<file path="src/rtl/dpu_csr_pkg.sv">
// rtl/dpu_csr_pkg.sv - DPU CSR address map, type codes and byte-swap helper
package dpu_csr_pkg;

  localparam logic [7:0] CSRA_VERSION  = 8'h00;
  localparam logic [7:0] CSRA_BUS      = 8'h10;
  localparam logic [7:0] CSRA_TYPE     = 8'h14;
  localparam logic [7:0] CSRA_BITS     = 8'h18;
  localparam logic [7:0] CSRA_PRESENT  = 8'h1C;
  localparam logic [7:0] CSRA_CTRL     = 8'h20;
  localparam logic [7:0] CSRA_STATUS   = 8'h24;
  localparam logic [7:0] CSRA_IRQ_STAT = 8'h28;
  localparam logic [7:0] CSRA_IRQ_EN   = 8'h2C;
  localparam logic [7:0] CSRA_SCRATCH  = 8'h30;
  localparam logic [2:0] CSRA_CNT_PAGE = 3'b010;

  localparam logic [15:0] TYPE_FP = 16'h4650;
  localparam logic [15:0] TYPE_FX = 16'h4658;
  localparam logic [15:0] TYPE_IT = 16'h4954;

  localparam int CTRL_CLR_BIT = 31;

  function automatic logic [15:0] swap(input logic [15:0] v);
    return {v[7:0], v[15:8]};
  endfunction

endpackage

</file>
<file path="src/rtl/dpu_csr_ctrl_if.sv">
// rtl/dpu_csr_ctrl_if.sv - APB register bus between host bridge and the DPU CSR block
interface dpu_csr_ctrl_if #(
  parameter int APB_WIDTH_AD = 32,
  parameter int APB_WIDTH_DA = 32
);
  logic                    PSEL;
  logic                    PENABLE;
  logic [APB_WIDTH_AD-1:0] PADDR;
  logic                    PWRITE;
  logic [APB_WIDTH_DA-1:0] PWDATA;
  logic [APB_WIDTH_DA-1:0] PRDATA;
  logic                    PREADY;
  logic                    PSLVERR;

  modport master (
    output PSEL, PENABLE, PADDR, PWRITE, PWDATA,
    input  PRDATA, PREADY, PSLVERR
  );

  modport slave (
    input  PSEL, PENABLE, PADDR, PWRITE, PWDATA,
    output PRDATA, PREADY, PSLVERR
  );
endinterface

</file>
<file path="src/rtl/dpu_run_counter.sv">
// rtl/dpu_run_counter.sv - per-module busy-cycle counter, cleared on go, saturating at all-ones
module dpu_run_counter (
  input  logic        clk,
  input  logic        rst_n,
  input  logic        go,
  input  logic        busy,
  output logic [31:0] count
);
  logic [31:0] cnt_q, cnt_d;

  always_comb begin
    cnt_d = cnt_q;
    if (go) cnt_d = '0;
    else if (busy && (cnt_q != 32'hFFFF_FFFF)) cnt_d = cnt_q + 32'd1;
  end

  always_ff @(posedge clk or negedge rst_n) begin
    if (!rst_n) cnt_q <= '0;
    else        cnt_q <= cnt_d;
  end

  assign count = cnt_q;
endmodule

</file>
<file path="src/rtl/dpu_csr_ctrl.sv">
// rtl/dpu_csr_ctrl.sv - DPU CSR block: ID registers, module start/busy/done, W1C irq, run counters
module dpu_csr_ctrl
  import dpu_csr_pkg::*;
#(
  parameter int          APB_WIDTH_AD = 32,
  parameter int          APB_WIDTH_DA = 32,
  parameter int          AXI_WIDTH_AD = 32,
  parameter int          AXI_WIDTH_DA = 32,
  parameter string       DATA_TYPE    = "FLOATING_POINT",
  parameter int          DATA_WIDTH   = 32,
  parameter int          DATA_WIDTH_Q = 16,
  parameter int          NUM_MOD      = 4,
  parameter logic [31:0] VERSION      = 32'h20250301
) (
  input  logic               PCLK,
  input  logic               PRESETn,
  dpu_csr_ctrl_if.slave      apb,
  input  logic [NUM_MOD-1:0] mod_present,
  output logic [NUM_MOD-1:0] mod_go,
  input  logic [NUM_MOD-1:0] mod_busy,
  input  logic [NUM_MOD-1:0] mod_done,
  output logic               irq
);
  localparam bit          IS_FX     = (DATA_TYPE == "FIXED_POINT");
  localparam logic [15:0] TYPE_CODE = IS_FX ? TYPE_FX : (DATA_TYPE == "INTEGER") ? TYPE_IT : TYPE_FP;
  localparam logic [31:0] BUS_VAL   = {16'(AXI_WIDTH_AD), 16'(AXI_WIDTH_DA)};
  localparam logic [31:0] BITS_VAL  = {(IS_FX ? 16'(DATA_WIDTH_Q) : 16'h0), 16'(DATA_WIDTH)};

  logic [7:0]         addr;
  logic [2:0]         cnt_idx;
  logic               cnt_hit, mapped, ro, access, err, wr, wr_ctrl, clr_all;
  logic [31:0]        rd_val;
  logic [31:0]        cnt [8];
  logic [NUM_MOD-1:0] wmask;

  logic [31:0]        prdata_q, prdata_d, scratch_q, scratch_d;
  logic [NUM_MOD-1:0] go_q, go_d, stat_q, stat_d, en_q, en_d;
  logic               irq_q, irq_d;

  assign addr    = apb.PADDR[7:0];
  assign cnt_idx = addr[4:2];
  assign cnt_hit = (addr[7:5] == CSRA_CNT_PAGE) && (addr[1:0] == 2'b00) && (int'(cnt_idx) < NUM_MOD);
  assign wmask   = apb.PWDATA[NUM_MOD-1:0];

  always_comb begin
    rd_val = '0;
    mapped = 1'b1;
    ro     = 1'b1;
    case (addr)
      CSRA_VERSION:  rd_val = VERSION;
      CSRA_BUS:      rd_val = BUS_VAL;
      CSRA_TYPE:     rd_val = {16'h0, swap(TYPE_CODE)};
      CSRA_BITS:     rd_val = BITS_VAL;
      CSRA_PRESENT:  rd_val = 32'(mod_present);
      CSRA_CTRL:     ro = 1'b0;
      CSRA_STATUS:   rd_val = 32'(mod_busy);
      CSRA_IRQ_STAT: begin rd_val = 32'(stat_q); ro = 1'b0; end
      CSRA_IRQ_EN:   begin rd_val = 32'(en_q);   ro = 1'b0; end
      CSRA_SCRATCH:  begin rd_val = scratch_q;   ro = 1'b0; end
      default: begin
        if (cnt_hit) rd_val = cnt[cnt_idx];
        else         mapped = 1'b0;
      end
    endcase
  end

  // Errored accesses never reach wr, so they have no side effects.
  always_comb begin
    access  = apb.PSEL & apb.PENABLE;
    err     = access & (~mapped | (apb.PWRITE & ro));
    wr      = access & apb.PWRITE & ~err;
    wr_ctrl = wr && (addr == CSRA_CTRL);
    clr_all = wr_ctrl & apb.PWDATA[CTRL_CLR_BIT];

    go_d = wr_ctrl ? (wmask & mod_present & ~mod_busy) : '0;

    stat_d = clr_all ? '0 : stat_q;
    if (wr && (addr == CSRA_IRQ_STAT)) stat_d = stat_d & ~wmask;
    stat_d = stat_d | mod_done;

    en_d      = (wr && (addr == CSRA_IRQ_EN))  ? wmask      : en_q;
    scratch_d = (wr && (addr == CSRA_SCRATCH)) ? apb.PWDATA : scratch_q;
    prdata_d  = (apb.PSEL && !apb.PWRITE)      ? rd_val     : '0;
    irq_d     = |(stat_q & en_q);
  end

  always_ff @(posedge PCLK or negedge PRESETn) begin
    if (!PRESETn) begin
      prdata_q  <= '0;
      scratch_q <= '0;
      go_q      <= '0;
      stat_q    <= '0;
      en_q      <= '0;
      irq_q     <= 1'b0;
    end else begin
      prdata_q  <= prdata_d;
      scratch_q <= scratch_d;
      go_q      <= go_d;
      stat_q    <= stat_d;
      en_q      <= en_d;
      irq_q     <= irq_d;
    end
  end

  // Counters clear on the same edge that launches go, so they read 0 during the go cycle.
  for (genvar i = 0; i < 8; i++) begin : g_cnt
    if (i < NUM_MOD) begin : g_on
      dpu_run_counter u_cnt (
        .clk   (PCLK),
        .rst_n (PRESETn),
        .go    (go_d[i] | clr_all),
        .busy  (mod_busy[i]),
        .count (cnt[i])
      );
    end else begin : g_off
      assign cnt[i] = '0;
    end
  end

  assign apb.PRDATA  = prdata_q;
  assign apb.PREADY  = 1'b1;
  assign apb.PSLVERR = err;
  assign mod_go      = go_q;
  assign irq         = irq_q;
endmodule

</file>
<file path="src/flat_wrapper.sv">
// flat-port wrapper written by rule: the top's interface ports become plain ports
module dpu_csr_ctrl_flat import dpu_csr_pkg::*;
#(
  parameter int          APB_WIDTH_AD = 32,
  parameter int          APB_WIDTH_DA = 32,
  parameter int          AXI_WIDTH_AD = 32,
  parameter int          AXI_WIDTH_DA = 32,
  parameter string       DATA_TYPE    = "              ",
  parameter int          DATA_WIDTH   = 32,
  parameter int          DATA_WIDTH_Q = 16,
  parameter int          NUM_MOD      = 4,
  parameter logic [31:0] VERSION      = 32'h20250301
)
  (PCLK, PRESETn, mod_present, mod_go, mod_busy, mod_done, irq, apb_PSEL, apb_PENABLE, apb_PADDR, apb_PWRITE, apb_PWDATA, apb_PRDATA, apb_PREADY, apb_PSLVERR);
  dpu_csr_ctrl_if #(.APB_WIDTH_AD(APB_WIDTH_AD), .APB_WIDTH_DA(APB_WIDTH_DA)) apb_i ();
  input  logic PCLK;
  input  logic PRESETn;
  input  logic [NUM_MOD-1:0] mod_present;
  output logic [NUM_MOD-1:0] mod_go;
  input  logic [NUM_MOD-1:0] mod_busy;
  input  logic [NUM_MOD-1:0] mod_done;
  output logic irq;
  input wire logic [$bits(apb_i.PSEL)-1:0] apb_PSEL;
  input wire logic [$bits(apb_i.PENABLE)-1:0] apb_PENABLE;
  input wire logic [$bits(apb_i.PADDR)-1:0] apb_PADDR;
  input wire logic [$bits(apb_i.PWRITE)-1:0] apb_PWRITE;
  input wire logic [$bits(apb_i.PWDATA)-1:0] apb_PWDATA;
  output wire logic [$bits(apb_i.PRDATA)-1:0] apb_PRDATA;
  output wire logic [$bits(apb_i.PREADY)-1:0] apb_PREADY;
  output wire logic [$bits(apb_i.PSLVERR)-1:0] apb_PSLVERR;
  assign apb_i.PSEL = apb_PSEL;
  assign apb_i.PENABLE = apb_PENABLE;
  assign apb_i.PADDR = apb_PADDR;
  assign apb_i.PWRITE = apb_PWRITE;
  assign apb_i.PWDATA = apb_PWDATA;
  assign apb_PRDATA = apb_i.PRDATA;
  assign apb_PREADY = apb_i.PREADY;
  assign apb_PSLVERR = apb_i.PSLVERR;
  dpu_csr_ctrl #(.APB_WIDTH_AD(APB_WIDTH_AD), .APB_WIDTH_DA(APB_WIDTH_DA), .AXI_WIDTH_AD(AXI_WIDTH_AD), .AXI_WIDTH_DA(AXI_WIDTH_DA), .DATA_TYPE(DATA_TYPE), .DATA_WIDTH(DATA_WIDTH), .DATA_WIDTH_Q(DATA_WIDTH_Q), .NUM_MOD(NUM_MOD), .VERSION(VERSION)) u_core (.PCLK(PCLK), .PRESETn(PRESETn), .apb(apb_i), .mod_present(mod_present), .mod_go(mod_go), .mod_busy(mod_busy), .mod_done(mod_done), .irq(irq));
endmodule
</file>
<file path="config.mk">
export PLATFORM = sky130hd
export DESIGN_NAME = dpu_csr_ctrl_flat
export DESIGN_NICKNAME = d
export VERILOG_FILES = /design/src/rtl/dpu_csr_pkg.sv /design/src/rtl/dpu_csr_ctrl_if.sv /design/src/rtl/dpu_run_counter.sv /design/src/rtl/dpu_csr_ctrl.sv /design/src/flat_wrapper.sv
export SDC_FILE = /design/constraint.sdc
export NUM_CORES = 1
export LEC_CHECK = 0
export CORE_MARGIN = 4
export CORE_UTILIZATION = 40
export CTS_CLUSTER_DIAMETER = 30
export DETAILED_ROUTE_END_ITERATION = 10
export GPL_TIMING_DRIVEN = 0
export PLACE_DENSITY = 0.69
export SLEW_MARGIN = 40
export SYNTH_ARGS = -nofsm -noshare
export SYNTH_HDL_FRONTEND = slang
export SYNTH_SLANG_ARGS = --single-unit
</file>
<file path="constraint.sdc">
create_clock -name PCLK -period 4.6 [get_ports PCLK]
set_input_delay 1.38 -clock PCLK [delete_from_list [all_inputs] [get_ports PCLK]]
set_output_delay 1.38 -clock PCLK [all_outputs]
set_load 0.01 [all_outputs]
</file>
# Word-level counts from Yosys, hierarchy flattened

Index checks and enable logic that the tools add are counted.

Equality and inequality tests: 14
Reduce and logical (&&, ||, !) cells: 21
Mux-type cells: 20
$add $sub $neg: 4
Bitwise gates (word level): 21
$mul: 0
Shift-type cells: 0
Div/mod/pow operators: 0
Magnitude comparators: 2

Operator list:

| kind                    | number |
|---|---|
| $mux W32                | 12 |
| $pmux W32 S10           | 1 |
| $add A32 B1 Y32 const B | 4 |
| $ne A32 B32 Y1 const B  | 4 |
| $bmux W32 S3            | 1 |
| $eq A8 B6 Y1 const B    | 5 |
| $eq A8 B5 Y1 const B    | 4 |
| $and A4 B4 Y4           | 4 |
| $mux W4                 | 3 |
| $logic_and A1 B1 Y1     | 11 |
| $reduce_or A10 Y1       | 1 |
| $logic_not A8 Y1        | 1 |
| $not A4 Y4              | 2 |
| $reduce_bool A2 Y1      | 4 |
| $reduce_or A4 Y1        | 2 |
| $and A1 B1 Y1           | 6 |
| $or A1 B1 Y1            | 5 |
| $ge A4 B4 Y1 const B    | 1 |
| $not A3 Y4              | 1 |
| $or A4 B4 Y4            | 1 |
| $eq A3 B2 Y1 const B    | 1 |
| $lt A3 B3 Y1 const B    | 1 |
| $mux W1                 | 3 |
| $logic_not A2 Y1        | 1 |
| other kinds (2)         | 3 |

Memories: 0
Bits in latches: 0
Output and inout port bits: 39
Input bits: 81
Memory bits (writable): 0
Memory bits (read-only): 0
Register bits: 205
Word-level logic and storage cells: 92

# Depth between registers and ports, before layout

Gate-level depths: netlist (run 1).

Depth after elaboration: 16
Mapped depth: 8
Mapped depth without buffers: 6

# By module

From an unflattened synthesis (run 1), not the netlist that was laid out.

Cell total of the unflattened synthesis: 1142
Area, all modules: 11766.3 µm²

By module, submodules not included:

| module          | instances | area an instance (µm²) | sequential area each (µm²) | cells an instance |
|---|---|---|---|---|
| dpu_run_counter | 4         | 1854.3                 | 800.8                      | 198 |
| dpu_csr_ctrl    | 1         | 4349.2                 | 1926.8                     | 350 |

# Worst setup path after synthesis (run 1)

OpenSTA, ideal clock, no wires.

Path type: input port to output port
From: input port apb_PADDR[2]
To: output port apb_PSLVERR
Data required time: 3.220 ns
Path slack: 0.346 ns
Data arrival time: 2.874 ns
Path buffers: 2
Stages on the path: 7
Path through: clkbuf_1 buf_1 nor2b_1 a21oi_1 o32a_1 nor2_1 nor3_1

Longest elaborated chain between the ends: 7
Elaborated cells between the ends (all ways): 21
Those cells by class: order compare: 1; eq/ne: 9; mux: 3; bitwise: 4; reduce/logical: 4

RTL lines:

| element             | line               | source |
|---|---|---|
| start, declared     | flat_wrapper.sv:25 | `input wire logic [$bits(apb_i.PADDR)-1:0] apb_PADDR;` |
| $lt A3 B3 Y1        | dpu_csr_ctrl.sv:42 | `assign cnt_hit = (addr[7:5] == CSRA_CNT_PAGE) && (addr[1:0] == 2'b00) && (int'(cnt_idx) < NUM_MOD);` |
| $logic_and A1 B1 Y1 | dpu_csr_ctrl.sv:42 |  |
| $mux W1             | dpu_csr_ctrl.sv:61 | `if (cnt_hit) rd_val = cnt[cnt_idx];` |
| $mux W1             | dpu_csr_ctrl.sv:49 | `case (addr)` |
| $not A1 Y1          | dpu_csr_ctrl.sv:70 | `err = access & (~mapped \| (apb.PWRITE & ro));` |
| $or A1 B1 Y1 (*)    | dpu_csr_ctrl.sv:70 |  |
| $and A1 B1 Y1 (*)   | dpu_csr_ctrl.sv:70 |  |
| end, declared       | flat_wrapper.sv:30 | `output wire logic [$bits(apb_i.PSLVERR)-1:0] apb_PSLVERR;` |

Mark *: on every way between the ends. The rest lies on a longest branch, timed or not.

# Worst setup path in the final report (run 1)

Ends and elaborated chain as after synthesis.

==> flow_metrics.tcl, run 1 <==
set metrics [dict create \
    ys_types 73 \
    clock.fmax_mhz 227 \
    area_growth_pct 28.4 \
    met2_length_mm 15.5 \
    start_util_pct 41.0 \
    core-area_sq_mm 0.0272 \
    synth_top_area_share_pct 46.0 \
    final_cell_mix "dfrtp_1, nand2_1, clkdlybuf4s50_1" \
    antenna_cells 0 \
    grt_antenna_before_repair 1 \
    netlist_area_sq_mm 0.0111 \
    setup_violations 0 \
    vias 10000 \
    clk_pin_slew_ns 0.05 \
    synthFlopType "dfrtp_1" \
    leakage_nw 5.78 \
    min_period_ns 4.40 \
    cts_max_level 2 \
    synth_edf_count 0 \
    ant_nets 0 \
    drc_errors 0 \
    multi_input_area_sq_mm 0.00574 \
    hpwl_mm 25.9 \
    clock_latency_ns 0.54 \
    gp_congestion 0.948 \
    yosysSeqAreaShare_pct 46.0 \
    clock_path_buffers 3 \
    rr_worst_depth 7 \
    post-place-ws_ns -0.701 \
    synth.area.top_cells "dfrtp_1, mux4_2, mux2_2" \
    io_buffers 90 \
    synth_warnings 0 \
    wl_mm 35.2 \
    grt_usage_pct 22.8 \
    hold_violations 0 \
    met1_length_mm 14.5 \
    cp_slowest_cell "nor2b_2" \
    rsz0062_at_grt "false" \
    vdd.ir_drop.worst_mv 0.234 \
    die_w_um 175 \
    synth_cells 1107 \
    ys_ff_latch 205 \
    async_reset_ff_share_pct 100 \
    numCtsBuffers 45 \
    holdPathEnd "u_core.scratch_q[12]" \
    cts_root_buffer "clkbuf_16" \
    fillers 2438 \
    outcome "completed" \
    cap_violations 0 \
    std_cell_rows 60 \
    fp.dieH_um 175 \
    start_kind "primary input" \
    grt_pass1_wl_mm 55.8 \
    drtIter0Drc 952 \
    cts_tree "built" \
    max_stage_delay_ns 0.32 \
    ioPinCount 120 \
    syn_nets 1192 \
    fin_crit_sh_pct 95.7 \
    rrSetupSlack_ns 1.87 \
    worst_slew_pin_slew_ns 0.770 \
    timing.rr.end "u_core.g_cnt[3].g_on.u_cnt.count[21]" \
    timing.slew.headroom_pct 48.0 \
    dr.pass1.iters 6 \
    stdcell_count 1655 \
    dieArea_sq_mm 0.0306 \
    drt-vias-per-instance 6.06 \
    power_density_mw_per_mm2 425 \
    hp-start "u_core.scratch_q[12]" \
    wl_met3_mm 3.20 \
    worst_setup_path_end_kind "output port" \
    grt_max_degree 73 \
    overflow 0 \
    critPathArrivalTime_ns 3.02 \
    top_layer "met5" \
    worstPathCellList "clkbuf_2 > buf_4 > nor2b_2 > a21oi_1 > o32a_1 > nor2_1 > nor3_1 > dlygate4sd2_1" \
    worst_clock_skew_ns 0.0237 \
    required_ns 3.22 \
    critical_path_class "in2out" \
    r2r-start "u_core.g_cnt[3].g_on.u_cnt.count[14]" \
    layout.cells.most_common "dfrtp_1" \
    synth.avg_cell_area_sq_um 10.1 \
    placed_cells 1572 \
    drv_slew 0 \
    holdPathStages 1 \
    critPathMaxFanout 10 \
    routedWlPerCell_um 21.3 \
    yosys.area.top_type "dfrtp_1" \
    hp-class "reg2reg" \
    nNetsFinal 1333 \
    fin_ws_ns 0.198 \
    cts_num_sinks 205 \
    register_area_sq_mm 0.00513 \
    drive_gt1_share_pct 16.1 \
    grt_pass1_vias 9790 \
]
[timing repair]
| item | CTS | global route |
|---|---|---|
| buffers inserted | 1 | 0 |
| hold buffers | 0 | 0 |
| setup endpoints to repair | 1 | 0 |
| resized for setup | 18 | 0 |
[cell usage after synthesis, types with 5 or more instances]
master and instances:
inv_1 15, dfrtp_1 205, and2_1 10, and4_1 20
or3_1 57, buf_1 8, nor3_1 13, o311ai_0 6
a211oi_1 9, o211ai_1 16, o31ai_1 11, a31oi_1 12
nor4_1 17, or2_2 5, clkbuf_1 28, nand2_1 102
xnor2_1 26, and3_1 19, mux2_2 35, a21oi_1 68
a221oi_1 5, mux4_2 31, a31o_2 6, nor2_1 83
nand4_1 40, nand3_1 42, o21ai_0 55, nor2b_1 5
nand3b_1 5, nand2b_1 7, or4_1 27, a22oi_1 26
buf_2 20, xor2_1 11
[per-layer routing]
| metal | GRT usage (%) | vias to the layer above |
|---|---|---|
| met1 | 31.0 | 4933 |
| met2 | 34.8 | 470 |
| li1 | - | 4525 |
| met5 | 0 | - |
| met4 | 11.7 | 2 |
| met3 | 4.69 | 93 |
[cell families (layout without fill, tap and decap cells)]
kind of cell               after synthesis  in the layout  synth area share [%]
muxes                                   70             70                  10.3
and+or+nand+nor                        470            470                  23.1
xor gates and xnor gates                37             37                  2.91
buffers and inverters                   73            249                  2.78
DFF                                    205            205                  46.0
other                                    1              1                0.0336
adders and majority gates                4              4                 0.449
AOI/OAI and AO/OA                      247            247                  14.4
[sequential cells by signal, summed over array words and instances, names as in the netlist]
register,cells
u_core.en_q,4
u_core.stat_q,4
u_core.g_cnt.g_on.u_cnt.count,128
u_core.apb.PRDATA,32
u_core.mod_go,4
u_core.scratch_q,32
u_core.irq,1
[stage by stage]
step	hold WS, ns	setup TNS, ns	utilization [%]	power, mW	instance area, sq um
after floorplan	0.464	0	-	2.34	11100
after global placement	0.479	-1332.91	46.0	2.57	12500
after detailed placement	0.493	-0.701	46.4	2.60	12600
after CTS	0.503	0	52.6	6.11	14300
after global routing	0.512	0	52.7	6.29	14300
final	0.504	0	52.7	6.08	14300
[critical path, delay by kind of cell]
family	cells	cell delay [ns]
buffers and inverters	3	0.83
AO/OA/AOI/OAI	2	0.32
AND/OR/NAND/NOR	3	0.48
[cell type report]
class	instances	share of cell area (%)
Timing Repair Buffer	94	6.91
Clock buffer	56	8.64
Inverter	15	0.393
Tap cell	372	3.25
Multi-Input combinational cell	829	40.1
Buffer	58	1.89
Sequential cell	205	35.8
Clock inverter	26	2.95
[worst max-delay path by stage]
stage                  from                             endpoint  slack, ns  depth (start not counted)
2_1_floorplan  apb_PADDR[2]                          apb_PSLVERR       0.35                          7
3_3_place_gp        PRESETn  u_core.g_cnt[2].g_on.u_cnt.count[1]      -6.51                          1
3_5_place_dp   apb_PADDR[2]                          apb_PSLVERR      -0.70                          8
4_1_cts        apb_PADDR[2]                          apb_PSLVERR       0.23                          8
5_1_grt        apb_PADDR[2]                          apb_PSLVERR       0.08                          8
6_report       apb_PADDR[2]                          apb_PSLVERR       0.20                          8
[where the power goes]
| part | switching (mW) | internal, mW |
|---|---|---|
| sequential | 0.182 | 1.92 |
| clock | 1.07 | 2.42 |
| combinational | 0.260 | 0.225 |
Power figures use the tool's default switching activity.
==> run 2: changes to the inputs <==
CORE_MARGIN = unset   (was 4)
REMOVE_ABC_BUFFERS = 1   (was unset)
==> run 2 against run 1 <==
Via count down 3.2%. Critical path depth down 3. Sequential share of layout area about the same. Clock power up 3%. Flip-flop and latch count unchanged. Largest cell class unchanged. Global-route usage down 0.29 points. Worst setup slack worse by 0.071 ns.
==> flow_metrics.tcl, run 2 (synthesis results as in run 1) <==
set metrics [dict create \
    outcome "completed" \
    cts_tree "built" \
    setup_violations 0 \
    drc_errors 0 \
    ioPinCount 120 \
    antenna_cells 0 \
    final_cell_mix "dfrtp_1, nand2_1, clkdlybuf4s50_1" \
    clock_latency_ns 0.53 \
    worst_setup_path_end_kind "output port" \
    critPathMaxFanout 5 \
    drtIter0Drc 719 \
    vdd.ir_drop.worst_mv 0.265 \
    grt_max_degree 51 \
    tns_ns 0 \
    r2r-start "u_core.g_cnt[2].g_on.u_cnt.count[20]" \
    largest_reg_flops 128 \
    hp-start "u_core.scratch_q[6]" \
    power_density_mw_per_mm2 431 \
    gp_congestion 0.939 \
    finalPower_mw 6.18 \
    core-area_sq_mm 0.0272 \
    ant_nets 0 \
    placed_cells 1527 \
    clock_path_buffers 3 \
    cts_num_sinks 205 \
    numCtsBuffers 48 \
    routedWlPerCell_um 19.7 \
    timing.rr.end "u_core.g_cnt[2].g_on.u_cnt.count[5]" \
    start_kind "primary input" \
    dr.pass1.iters 5 \
    drv_slew 0 \
    clock.fmax_mhz 224 \
    hold_violations 0 \
    fp.dieH_um 169 \
    nNetsFinal 1291 \
    hpwl_mm 23.0 \
    timing.slew.headroom_pct 42.2 \
    cap_violations 0 \
    required_ns 3.22 \
    top_layer "met4" \
    stdcell_count 1616 \
    rrSetupSlack_ns 2.00 \
    die_w_um 169 \
    grt_pass1_wl_mm 51.1 \
    min_period_ns 4.47 \
    clk_pin_slew_ns 0.04 \
    io_buffers 94 \
    holdPathEnd "u_core.scratch_q[6]" \
    cts_root_buffer "clkbuf_16" \
    grt_usage_pct 22.5 \
    dieArea_sq_mm 0.0285 \
    area_growth_pct 28.4 \
    holdPathStages 1 \
    drive_gt1_share_pct 16.4 \
    overflow 0 \
    start_util_pct 41.0 \
    drt-vias-per-instance 6.00 \
    layout.cells.most_common "dfrtp_1" \
    hold_slack_ns 0.496 \
    critical_path_class "in2out" \
    vias 9704 \
    met1_length_mm 13.7 \
    std_cell_rows 60 \
    wl_met3_mm 2.41 \
    cts_max_level 2 \
    rr_worst_depth 6 \
    ctsHoldBuffers 0 \
    wl_mm 31.8 \
    critPathArrivalTime_ns 3.09 \
    final_core_util_pct 52.7 \
    hp-class "reg2reg" \
    met2_length_mm 14.9 \
    fin_crit_sh_pct 97.3 \
    worst_slew_pin_slew_ns 0.861 \
    grt_antenna_before_repair 0 \
    rsz0062_at_grt "false" \
    leakage_nw 5.75 \
    worst_clock_skew_ns 0.0198 \
    grt_pass1_vias 9372 \
]
run 2: cell types whose count changed in the layout (fill, tap and decap cells not counted), moves of 3 or more:
cell	before	now
clkbuf_1	30	5
buf_12	0	3
clkbuf_8	8	5
buf_2	20	4
inv_6	6	1
clkinv_2	2	7
and2_1	10	6
buf_1	6	0
clkbuf_16	45	48
clkdlybuf4s50_1	84	88
and2_2	0	5
run 2: repair_timing:
item                       in CTS  in global routing
resized for setup               6                  0
setup endpoints to repair       1                  0
buffers inserted                1                  0
run 2: where the power goes:
group	leakage (nW)	internal (mW)	switching [mW]	total [mW]
Clock	0.835	2.55	1.07	3.62
Combinational	2.15	0.225	0.245	0.469
Sequential	2.76	1.92	0.171	2.09
Total	5.75	4.69	1.48	6.18
run 2: how the worst max path moves through the flow:
| stage | startpoint | cells after the start | to | slack (ns) |
|---|---|---|---|---|
| floorplan | apb_PADDR[6] | 4 | apb_PSLVERR | 0.14 |
| global placement | PRESETn | 1 | u_core.g_cnt[3].g_on.u_cnt.count[15] | -6.61 |
| detailed placement | apb_PADDR[4] | 5 | apb_PSLVERR | -0.29 |
| CTS | apb_PADDR[7] | 5 | apb_PSLVERR | 0.12 |
| global route | apb_PADDR[7] | 5 | apb_PSLVERR | 0.05 |
| finish | apb_PADDR[7] | 5 | apb_PSLVERR | 0.13 |
run 2: metal layers:
layer	vias up	GRT usage (%)
met5	-	0
met3	58	4.33
met1	4810	30.6
li1	4444	-
met4	0	7.15
met2	392	36.2
run 2: cell type report:
class | count | area, sq um
well taps | 372 | 465
flip-flops and latches | 205 | 5130
fillers | 2322 | 12900
inverters | 15 | 56.3
repair buffers | 107 | 1150
clock buffers | 58 | 1290
clock inverters | 30 | 449
multi-input cells | 829 | 5780
run 2: through the flow:
stage	worst slack, ns	cell area (sq um)
5_1_grt	0.0491	14300
4_1_cts	0.120	14300
6_report	0.126	14300
2_1_floorplan	0.143	10900
3_5_place_dp	-0.287	12600
3_3_place_gp	-6.61	12300
run 2: worst max-delay path, cell delays in order:
cell and delay, ns:
clkdlybuf4s50_1 0.48, or4_4 0.61, o311ai_1 0.25, nor3_1 0.07
dlygate4sd2_1 0.29
==> run 3: changes to the inputs <==
CORE_UTILIZATION = 57   (was 40)
PLACE_DENSITY = 0.89   (was 0.69)
SETUP_SLACK_MARGIN = 0.4   (was unset)
==> run 3 against run 2 <==
Clock skew rose by 0.0047 ns. Worst setup slack improved by 0.28 ns. Register-to-register slack got worse by 0.23 ns. Critical endpoint unchanged.
==> flow_metrics.tcl, run 3 (synthesis results as in run 1) <==
set metrics [dict create \
    outcome "completed" \
    rr_worst_depth 5 \
    dr.pass1.iters 8 \
    vias 11200 \
    rrSetupSlack_ns 1.77 \
    ctsHoldBuffers 0 \
    layout.cells.most_common "dfrtp_1" \
    final_cell_mix "dfrtp_1, nand2_1, clkdlybuf4s50_1" \
    fillers 1040 \
    dieArea_sq_mm 0.0201 \
    critPathMaxFanout 6 \
    numCtsBuffers 43 \
    cts_num_sinks 205 \
    grt_pass1_vias 11300 \
    std_cell_rows 50 \
    hp-start "u_core.scratch_q[11]" \
    r2r-start "u_core.g_cnt[0].g_on.u_cnt.count[7]" \
    largest_reg_flops 128 \
    routedWlPerCell_um 26.6 \
    worst_setup_path_end_kind "output port" \
    cts_max_level 2 \
    vdd.ir_drop.worst_mv 0.305 \
    grt_max_degree 63 \
    power_density_mw_per_mm2 424 \
    die_w_um 142 \
    max_stage_delay_ns 0.36 \
    fp.dieH_um 142 \
    drt-vias-per-instance 7.50 \
    worstPathCellList "dlygate4sd2_1 > nor2b_1 > a21oi_1 > o32a_1 > nor2_1 > nor3_1 > clkbuf_2" \
    leakage_nw 5.71 \
    io_buffers 94 \
    grt_pass1_wl_mm 62.5 \
    grt_antenna_before_repair 4 \
    holdPathEnd "u_core.scratch_q[11]" \
    critPathBufInv 2 \
    worst_slew_pin_slew_ns 0.869 \
    path_delay_family "buffers and inverters" \
    holdPathStages 1 \
    drc_errors 0 \
    hpwl_mm 22.4 \
    drive_gt1_share_pct 16.9 \
    area_growth_pct 26.3 \
    cts_tree "built" \
    final_core_util_pct 74.3 \
    cp_slowest_cell "dlygate4sd2_1" \
    place_area_sq_mm 0.0124 \
    drtIter0Drc 1957 \
    hp-class "reg2reg" \
    overflow 0 \
    grt_usage_pct 41.0 \
    start_kind "primary input" \
    start_util_pct 58.8 \
    clock_latency_ns 0.54 \
    wl_mm 39.8 \
    hold_violations 0 \
    fin_crit_sh_pct 91.2 \
    setup_violations 0 \
    clock.fmax_mhz 238 \
    required_ns 3.22 \
    clock_path_buffers 3 \
    timing.rr.end "u_core.g_cnt[0].g_on.u_cnt.count[29]" \
    drv_slew 0 \
    worst_clock_skew_ns 0.0244 \
    critical_path_class "in2out" \
    cts_root_buffer "clkbuf_16" \
    gp_congestion 0.959 \
    design_area_sq_mm 0.0141 \
    min_period_ns 4.19 \
    finalPower_mw 5.97 \
    ant_nets 0 \
    ioPinCount 120 \
    critPathArrivalTime_ns 2.81 \
    timing.slew.headroom_pct 41.5 \
    nNetsFinal 1289 \
    core-area_sq_mm 0.0190 \
    rsz0062_at_grt "false" \
    cap_violations 0 \
    clk_pin_slew_ns 0.05 \
]
-- run 3: area by class of cell --
cell class	instances	area (sq um)	share of cell area (%)
diodes	2	5.00	0.0355
clock buffers	53	1210	8.57
clock inverters	25	335	2.38
inverters	15	56.3	0.400
multi-input cells	829	5820	41.4
flip-flops and latches	205	5130	36.4
well taps	260	325	2.31
repair buffers	110	1200	8.53
-- run 3: report_power, final --
part           internal, mW  switching, mW  leakage (nW)
clock network          2.25           1.07         0.747
registers              1.92          0.191          2.76
logic                 0.234          0.305          2.20
total                  4.41           1.57          5.71
-- run 3: worst register-to-register path: stages (launching register included) --
cell and delay, ns:
dfrtp_1 0.53, nand4_1 0.26, nor2_1 0.63, o2111ai_1 0.61, or3_1 0.53, a21oi_1 0.19
-- run 3: per-stage QoR --
stage	setup WS, ns	cells	hold WS, ns	TNS, ns
after floorplan	0.143	1049	0.464	0
after global placement	-6.26	1403	0.474	-1542.14
after detailed placement	-0.275	1414	0.481	-0.275
after CTS	0.408	1497	0.504	0
after global routing	0.440	1497	0.520	0
final	0.407	1499	0.511	0
-- run 3: how the worst max path moves through the flow --
stage | endpoint | cells after the start | slack, ns | start
floorplan | apb_PSLVERR | 4 | 0.14 | apb_PADDR[6]
global placement | u_core.scratch_q[21] | 1 | -6.26 | PRESETn
detailed placement | apb_PSLVERR | 5 | -0.27 | apb_PADDR[4]
CTS | apb_PSLVERR | 7 | 0.41 | apb_PADDR[5]
global route | apb_PSLVERR | 7 | 0.44 | apb_PADDR[6]
finish | apb_PSLVERR | 7 | 0.41 | apb_PADDR[6]
-- run 3: metal layers --
metal,part of all wire (%),GRT usage (%)
met5,0.060,0
met4,7.4,26.5
met3,14,16.0
met2,46,63.6
met1,33,47.6
-- run 3: repair_timing --
action	in CTS	in global routing
cloned	1	0
setup buffers	4	0
resized for setup	20	12
pin swaps	2	1
endpoints found under the setup margin	1	1
